## config.mk

```make
export PLATFORM = sky130hd
export DESIGN_NAME = oled_text_scheduler
export DESIGN_NICKNAME = d
export VERILOG_FILES = /design/src/rtl/oled_text_scheduler.sv
export SDC_FILE = /design/constraint.sdc
export NUM_CORES = 1
export LEC_CHECK = 0
export CAP_MARGIN = 20
export CORE_AREA = 2 2 215 217
export DETAILED_ROUTE_END_ITERATION = 8
export DIE_AREA = 0 0 217 219
export PLACE_DENSITY_LB_ADDON = 0.2
export SKIP_LAST_GASP = 1
export SYNTH_ARGS = -nofsm -noshare
export SYNTH_HDL_FRONTEND = slang
export SYNTH_SLANG_ARGS = --single-unit
export TNS_END_PERCENT = 5
```

## constraint.sdc

```tcl
create_clock -name clk -period 2.6 [get_ports clk]
set_input_delay 0.52 -clock clk [delete_from_list [all_inputs] [get_ports clk]]
set_output_delay 0.52 -clock clk [all_outputs]
set_load 0.03 [all_outputs]
```

## src/rtl/oled_text_scheduler.sv

```systemverilog
// Round-robin scheduler sharing OLEDCtrl's character-write and update ports among
// NUM_REQ row writers; each grant streams one 16-char row then optionally one update.
module oled_text_scheduler #(
    parameter int unsigned NUM_REQ     = 4,
    parameter int unsigned CHARS       = 16,
    parameter int unsigned AUTO_UPDATE = 1
) (
    input  logic                         clk,
    input  logic                         rstn,
    input  logic [NUM_REQ-1:0]           req,
    input  logic [2*NUM_REQ-1:0]         req_row,
    input  logic [8*CHARS*NUM_REQ-1:0]   req_line,
    output logic [NUM_REQ-1:0]           gnt,
    output logic [NUM_REQ-1:0]           done,
    input  logic                         upd_req,
    output logic                         busy,
    output logic                         write_start,
    output logic [8:0]                   write_base_addr,
    output logic [7:0]                   write_ascii_data,
    input  logic                         write_ready,
    output logic                         update_start,
    output logic                         update_clear,
    input  logic                         update_ready
);

    localparam int unsigned LINE_W = 8 * CHARS;
    localparam int unsigned PTR_W  = (NUM_REQ > 1) ? $clog2(NUM_REQ) : 1;
    localparam int unsigned COL_W  = 4;
    localparam int unsigned ROW_W  = 2;

    typedef enum logic [2:0] {
        IDLE, WSETUP, WPULSE, WWAIT, USTART, UWAIT, FIN
    } state_t;

    state_t              state_q, state_d;
    logic [COL_W-1:0]    col_q, col_d;
    logic [PTR_W-1:0]    rr_q, rr_d;
    logic [PTR_W-1:0]    win_q, win_d;
    logic [ROW_W-1:0]    row_q, row_d;
    logic [LINE_W-1:0]   line_q, line_d;
    logic                first_q, first_d;
    logic [NUM_REQ-1:0]  gnt_d, done_d;
    logic                busy_d, write_start_d, update_start_d;
    logic [8:0]          addr_d;
    logic [7:0]          data_d;

    logic                found;
    logic [PTR_W-1:0]    pick;
    int unsigned         idx;

    // Round-robin pick: first asserted request at or after the rr pointer, wrapping.
    always_comb begin
        found = 1'b0;
        pick  = '0;
        idx   = 0;
        for (int unsigned i = 0; i < NUM_REQ; i++) begin
            idx = (32'(rr_q) + i) % NUM_REQ;
            if (!found && req[idx]) begin
                found = 1'b1;
                pick  = PTR_W'(idx);
            end
        end
    end

    // Next-state and next-output logic.
    always_comb begin
        state_d        = state_q;
        col_d          = col_q;
        rr_d           = rr_q;
        win_d          = win_q;
        row_d          = row_q;
        line_d         = line_q;
        first_d        = 1'b0;
        gnt_d          = gnt;
        done_d         = '0;
        write_start_d  = 1'b0;
        update_start_d = 1'b0;
        addr_d         = write_base_addr;
        data_d         = write_ascii_data;

        case (state_q)
            IDLE: begin
                if (found) begin
                    win_d   = pick;
                    gnt_d   = NUM_REQ'(1) << pick;
                    row_d   = req_row[ROW_W*int'(pick) +: ROW_W];
                    line_d  = req_line[LINE_W*int'(pick) +: LINE_W];
                    col_d   = '0;
                    state_d = WSETUP;
                end else if (upd_req) begin
                    state_d = USTART;
                end
            end
            WSETUP: begin
                addr_d  = {row_q, col_q, 3'b000};
                data_d  = line_q[8*(CHARS-1-int'(col_q)) +: 8];
                state_d = WPULSE;
            end
            WPULSE: begin
                if (write_ready) begin
                    write_start_d = 1'b1;
                    first_d       = 1'b1;
                    state_d       = WWAIT;
                end
            end
            WWAIT: begin
                // OLEDCtrl only drops write_ready a cycle after seeing the pulse.
                if (!first_q && write_ready) begin
                    if (col_q == COL_W'(CHARS - 1)) begin
                        state_d = (AUTO_UPDATE != 0) ? USTART : FIN;
                    end else begin
                        col_d   = col_q + 1'b1;
                        state_d = WSETUP;
                    end
                end
            end
            USTART: begin
                if (update_ready) begin
                    update_start_d = 1'b1;
                    first_d        = 1'b1;
                    state_d        = UWAIT;
                end
            end
            UWAIT: begin
                if (!first_q && update_ready) begin
                    state_d = FIN;
                end
            end
            FIN: begin
                // Standalone updates carry no grant and leave the pointer alone.
                if (|done) begin
                    rr_d = (win_q == PTR_W'(NUM_REQ - 1)) ? '0 : win_q + 1'b1;
                end
                state_d = IDLE;
            end
            default: state_d = IDLE;
        endcase

        if (state_d == FIN && state_q != FIN) begin
            done_d = gnt;
            gnt_d  = '0;
        end

        busy_d = (state_d != IDLE);
    end

    always_ff @(posedge clk or negedge rstn) begin
        if (!rstn) begin
            state_q          <= IDLE;
            col_q            <= '0;
            rr_q             <= '0;
            win_q            <= '0;
            row_q            <= '0;
            line_q           <= '0;
            first_q          <= 1'b0;
            gnt              <= '0;
            done             <= '0;
            busy             <= 1'b0;
            write_start      <= 1'b0;
            update_start     <= 1'b0;
            write_base_addr  <= '0;
            write_ascii_data <= '0;
        end else begin
            state_q          <= state_d;
            col_q            <= col_d;
            rr_q             <= rr_d;
            win_q            <= win_d;
            row_q            <= row_d;
            line_q           <= line_d;
            first_q          <= first_d;
            gnt              <= gnt_d;
            done             <= done_d;
            busy             <= busy_d;
            write_start      <= write_start_d;
            update_start     <= update_start_d;
            write_base_addr  <= addr_d;
            write_ascii_data <= data_d;
        end
    end

    assign update_clear = 1'b0;

endmodule

```

Word level (Yosys, flattened, before mapping)
Index checks and enable logic that the tools add are counted.

Output and inout port bits: 29. Bits in registers: 167. Word-level logic and storage cells: 99. Input bits: 529.

Eq/ne operators: 13. Shift-type cells: 4. Mux-type cells: 38. $lt $le $gt $ge: 4. $add $sub $neg: 6. Reduce and logical (&&, ||, !) cells: 20.

Operator list (number): 512-bit by 10-bit variable part select with 128-bit output (1); 128-bit by 33-bit variable part select with 8-bit output (1); 4-bit two-way mux (7); 3-bit two-way mux (7); 3-bit one-hot mux with 6 select lines (1); 3-bit equality test, second input constant (4); 2-bit by 3-bit < comparator with 1-bit output, second input constant (4); 1-bit two-way mux (12); 2-bit two-way mux (5); 1-bit binary-select mux with 2-bit select (4); 4-bit one-hot mux with 2 select lines (1); 8-bit by 4-bit variable part select with 2-bit output (1); 3-bit by 2-bit equality test with 1-bit output, second input constant (2); 1-bit logical AND (6); 2-bit inequality test, second input constant (3); 2-bit AND reduction (3); 2-bit nonzero test (3); 4-bit by 4-bit subtractor with 5-bit output, first input constant (1); 2-bit by 1-bit adder with 2-bit output, second input constant (2); 2-bit adder, second input constant (2); 4-bit by 1-bit adder with 4-bit output, second input constant (1); 4-bit equality test, second input constant (1); 1-bit zero test (4); 4-bit AND reduction (1); 8 further kinds (8).

Logic depth before layout (Yosys ltp)
Word-level depth: 18. Mapped depth: 8. Depth with buffers taken out: 6.

Worst setup path before layout
No wires, ideal clock.

Kind: input-to-reg. From: in req[1]. To: reg line_q[0]. Slack: 0.333 ns. Cell stages on the path: 8. Arrival time: 2.130 ns. Buffers on the path: 3. Cell sequence: buf_2 > a21bo_1 > a221oi_4 > buf_4 > buf_4 > mux2_1 > a222oi_1 > a21oi_1.

Cells in the longest elaborated chain, start to end: 13.

Ends and longest elaborated chain: start, declared (line 10) `input logic [NUM_REQ-1:0] req,`; 1-bit binary-select mux with 2-bit select (line 58) `if (!found && req[idx]) begin`; 1-bit two-way mux (implied by the code) (line 58); 1-bit two-way mux (line 58); 1-bit zero test (line 58); 1-bit logical AND (line 58); 1-bit two-way mux (line 58); 1-bit zero test (line 58); 1-bit logical AND (line 58); 1-bit two-way mux (line 58); 1-bit zero test (line 58); 1-bit logical AND (line 58); 2-bit two-way mux or 1-bit two-way mux (tied branches) (line 58); 512-bit by 10-bit variable part select with 128-bit output or 2-bit AND reduction (tied branches); end signal, assigned (line 169) `line_q <= line_d;`; end, declared (line 40) `logic [LINE_W-1:0] line_q, line_d;`.

Several ways; a longest one is shown, not always the timed one. The select of a mux whose other input is x is not followed. A chain may end at the register's enable or synchronous reset.

Final worst setup path
From: in req[2]. To: reg line_q[112].

Same word-level chain as after synthesis.

==> out/qor.txt <==
mapped cell area - 10260 µm²
Seq/Total Area, Yosys - 0.4072
Initial Utilization - 0.2276
drt first pass iters - 9
Routed WL per cell - 22.34 µm
Max Slew Vio Count - 0
Hold Buf Count CTS - 0
post-synth top area cell - dfrtp_1
vias in the first global route - 11226
top area cells in the synthesized netlist - dfrtp_1 (41%), a222oi_1 (13%), mux2_1 (9.8%)
vias - 10767
Pleak - 0.006896 µW
Die Area - 47520 µm²
Setup WS pre-CTS - -0.5401 ns
Netlist cell types - 47
Fin Setup TNS - 0 ns
DRT iter0 DRCs - 1040
fin util - 0.3982
number of flops mapped to enable cells by yosys - 0
Hold Slack - 0.06079 ns
I/O Pins - 558
Worst Hold Class - primary input to async pin
Filler cells - 4438
Root Buffer - clkbuf_16
setup ws final - 0.1447 ns
Clock Sink Count - 167
gr usage total - 0.1974
FMAX - 407.3 MHz
slowest cell on the critical path - a222oi_1
layout cells sized above 1 - 0.1604
peak supply drop - 0.0004599 V
largest net degree at the start of global routing - 65
gr ovfl total - 0
Placed Cells - 2121
Post-route DRC - 0
crit path kind - primary input to register
Post-Synthesis Cells - 967
fin crit share - 0.9444
DIE WIDTH - 217 µm
Least-Margin Pin Slew - 0.6543 ns
max-cap violations - 0
core box area - 45090 µm²
clock skew - 0.008184 ns
DRT antenna net count - 0
nature of the critical path startpoint - primary input
Routability Congestion - 0.8057
dominant synthesized flop cell - dfrtp_1
CP max stage delay - 0.59 ns
Worst Path Max Fanout - 32
CP arrival - 2.75 ns
top post-synthesis cells by count - dfrtp_1 (167), nor2_1 (141), a21oi_1 (135)
H-tree depth - 4
syn_area_per_cell - 10.61 µm²
final WL - 48370 µm
Core Rows - 78
endpoint type of the worst setup path - register
register bit total from synthesis - 167
Final Net Count - 2083
n_diodes - 0
number of port buffers - 553
asr flop ratio synth - 1.000
max_slew headroom - 0.5628
post-synth top area share - 0.4072
first-pass GRT wire length - 69790 µm
crit-path cells - clkdlybuf4s50_1 > buf_4 > nor2_1 > o21ai_1 > nand3b_1 > buf_6 > buf_12 > a222oi_1 > a21oi_1
# setup viols final - 0
WP data required - 2.89 ns
Ys Warns - 0
Finished Layout Cells - 2165
Reg clk slew, reported paths - 0.07 ns
clk_lat worst skew - 0.43 ns
Detailed Place HPWL - 37170 µm
CTS Buf Count - 17
Fin. Hold Viols - 0
TritonCTS clock tree - yes
initial antenna violation count - 1
via density per instance - 4.973
outcome - complete, no violations
dominant cell by count in the synthesized netlist - dfrtp_1
Area Overhead vs Synth - 74.95%
PwrDens - 885.0 nW/µm²
RSZ-0062 raised after global routing - false
maximum clock path buffer count - 2
min cycle time layout - 2.455 ns
Die H - 219 µm
==> worst max-delay path, delay by kind of cell <==
family	cells	cell delay [ns]
AOI/OAI and AO/OA	3	0.84
buffers and inverters	4	1.14
and+or+nand+nor	2	0.23
==> power breakdown <==
part / total [µW] / switching [µW] / internal (µW)
registers: 4880 / 1010 / 3860
logic: 8480 / 4120 / 4360
clock network: 2530 / 1150 / 1380
==> sequential cells by signal, indices dropped and copies added (netlist names) <==
| register | cells |
|---|---|
| update_start | 1 |
| row_q | 2 |
| state_q | 3 |
| first_q | 1 |
| write_start | 1 |
| done | 4 |
| write_base_addr | 6 |
| win_q | 2 |
| write_ascii_data | 8 |
| line_q | 128 |
| rr_q | 2 |
| gnt | 4 |
| busy | 1 |
| col_q | 4 |
==> layout make-up <==
| class | instances | area [µm²] | share of cell area |
|---|---|---|---|
| Inverter | 4 | 15.01 | 0.0008363 |
| Sequential cell | 167 | 4182 | 0.2329 |
| Clock inverter | 13 | 121.4 | 0.006760 |
| Clock buffer | 19 | 452.9 | 0.02523 |
| Timing Repair Buffer | 673 | 6817 | 0.3797 |
| Tap cell | 600 | 750.7 | 0.04181 |
| Multi-Input combinational cell | 689 | 5615 | 0.3128 |
==> metal layers <==
metal | wire length (µm) | GRT usage
met5 | 0 | 0
met4 | 734 | 0.04155
met3 | 2904 | 0.03909
met2 | 24500 | 0.3496
met1 | 20230 | 0.2480
==> final timing paths <==
check,start,to,slack (ns),cells past startpoint
hold reg to reg,write_base_addr[6],write_base_addr[6],0.48,1
hold / removal,rstn,line_q[35],0.06,1
setup reg to reg,rr_q[1],line_q[90],0.15,8
setup / recovery,req[2],line_q[112],0.14,9
min in group clk,write_base_addr[6],write_base_addr[6],0.48,1
max in group asynchronous,rstn,line_q[102],1.77,2
==> layout by cell type (no fill, tap or decap), drive strengths merged, types with 3 or more instances in the layout <==
cell,instances
clkdlybuf4s50,549
dfrtp,167
mux2,145
nor2,141
a21oi,135
a222oi,130
buf,119
mux4,32
clkbuf,20
nand2,19
nor3,11
mux2i,9
a221o,8
o21ai,7
clkinv,7
inv,7
nand2b,5
and3,5
nand3,4
and2,4
conb,4
dlymetal6s2s,3
==> repair_timing <==
| item | in CTS | in global routing |
|---|---|---|
| pin swaps | 4 | 3 |
| buffers inserted | 10 | 0 |
| endpoints found under the setup margin | 5 | 64 |
| gates cloned | 2 | 0 |
| resized for setup | 2 | 6 |
==> cell families after synthesis <==
family	count (synthesis)	share of synthesized area
AOI/OAI and AO/OA	292	0.2151
and+or+nand+nor	202	0.08413
muxes	186	0.2381
DFF	167	0.4072
buffers and inverters	114	0.05011
xor gates and xnor gates	3	0.002561
adders and majority gates	2	0.002438
other	1	0.0003654
==> metrics by stage <==
| stage | total power [µW] | cell area, µm² |
|---|---|---|
| 2_1_floorplan | 9325 | 10270 |
| 3_3_place_gp | 13320 | 17210 |
| 3_5_place_dp | 13360 | 17210 |
| 4_1_cts | 16160 | 17940 |
| 5_1_grt | 17040 | 17950 |
| 6_report | 15890 | 17950 |
No activity file was read; power rests on OpenSTA's default activity.
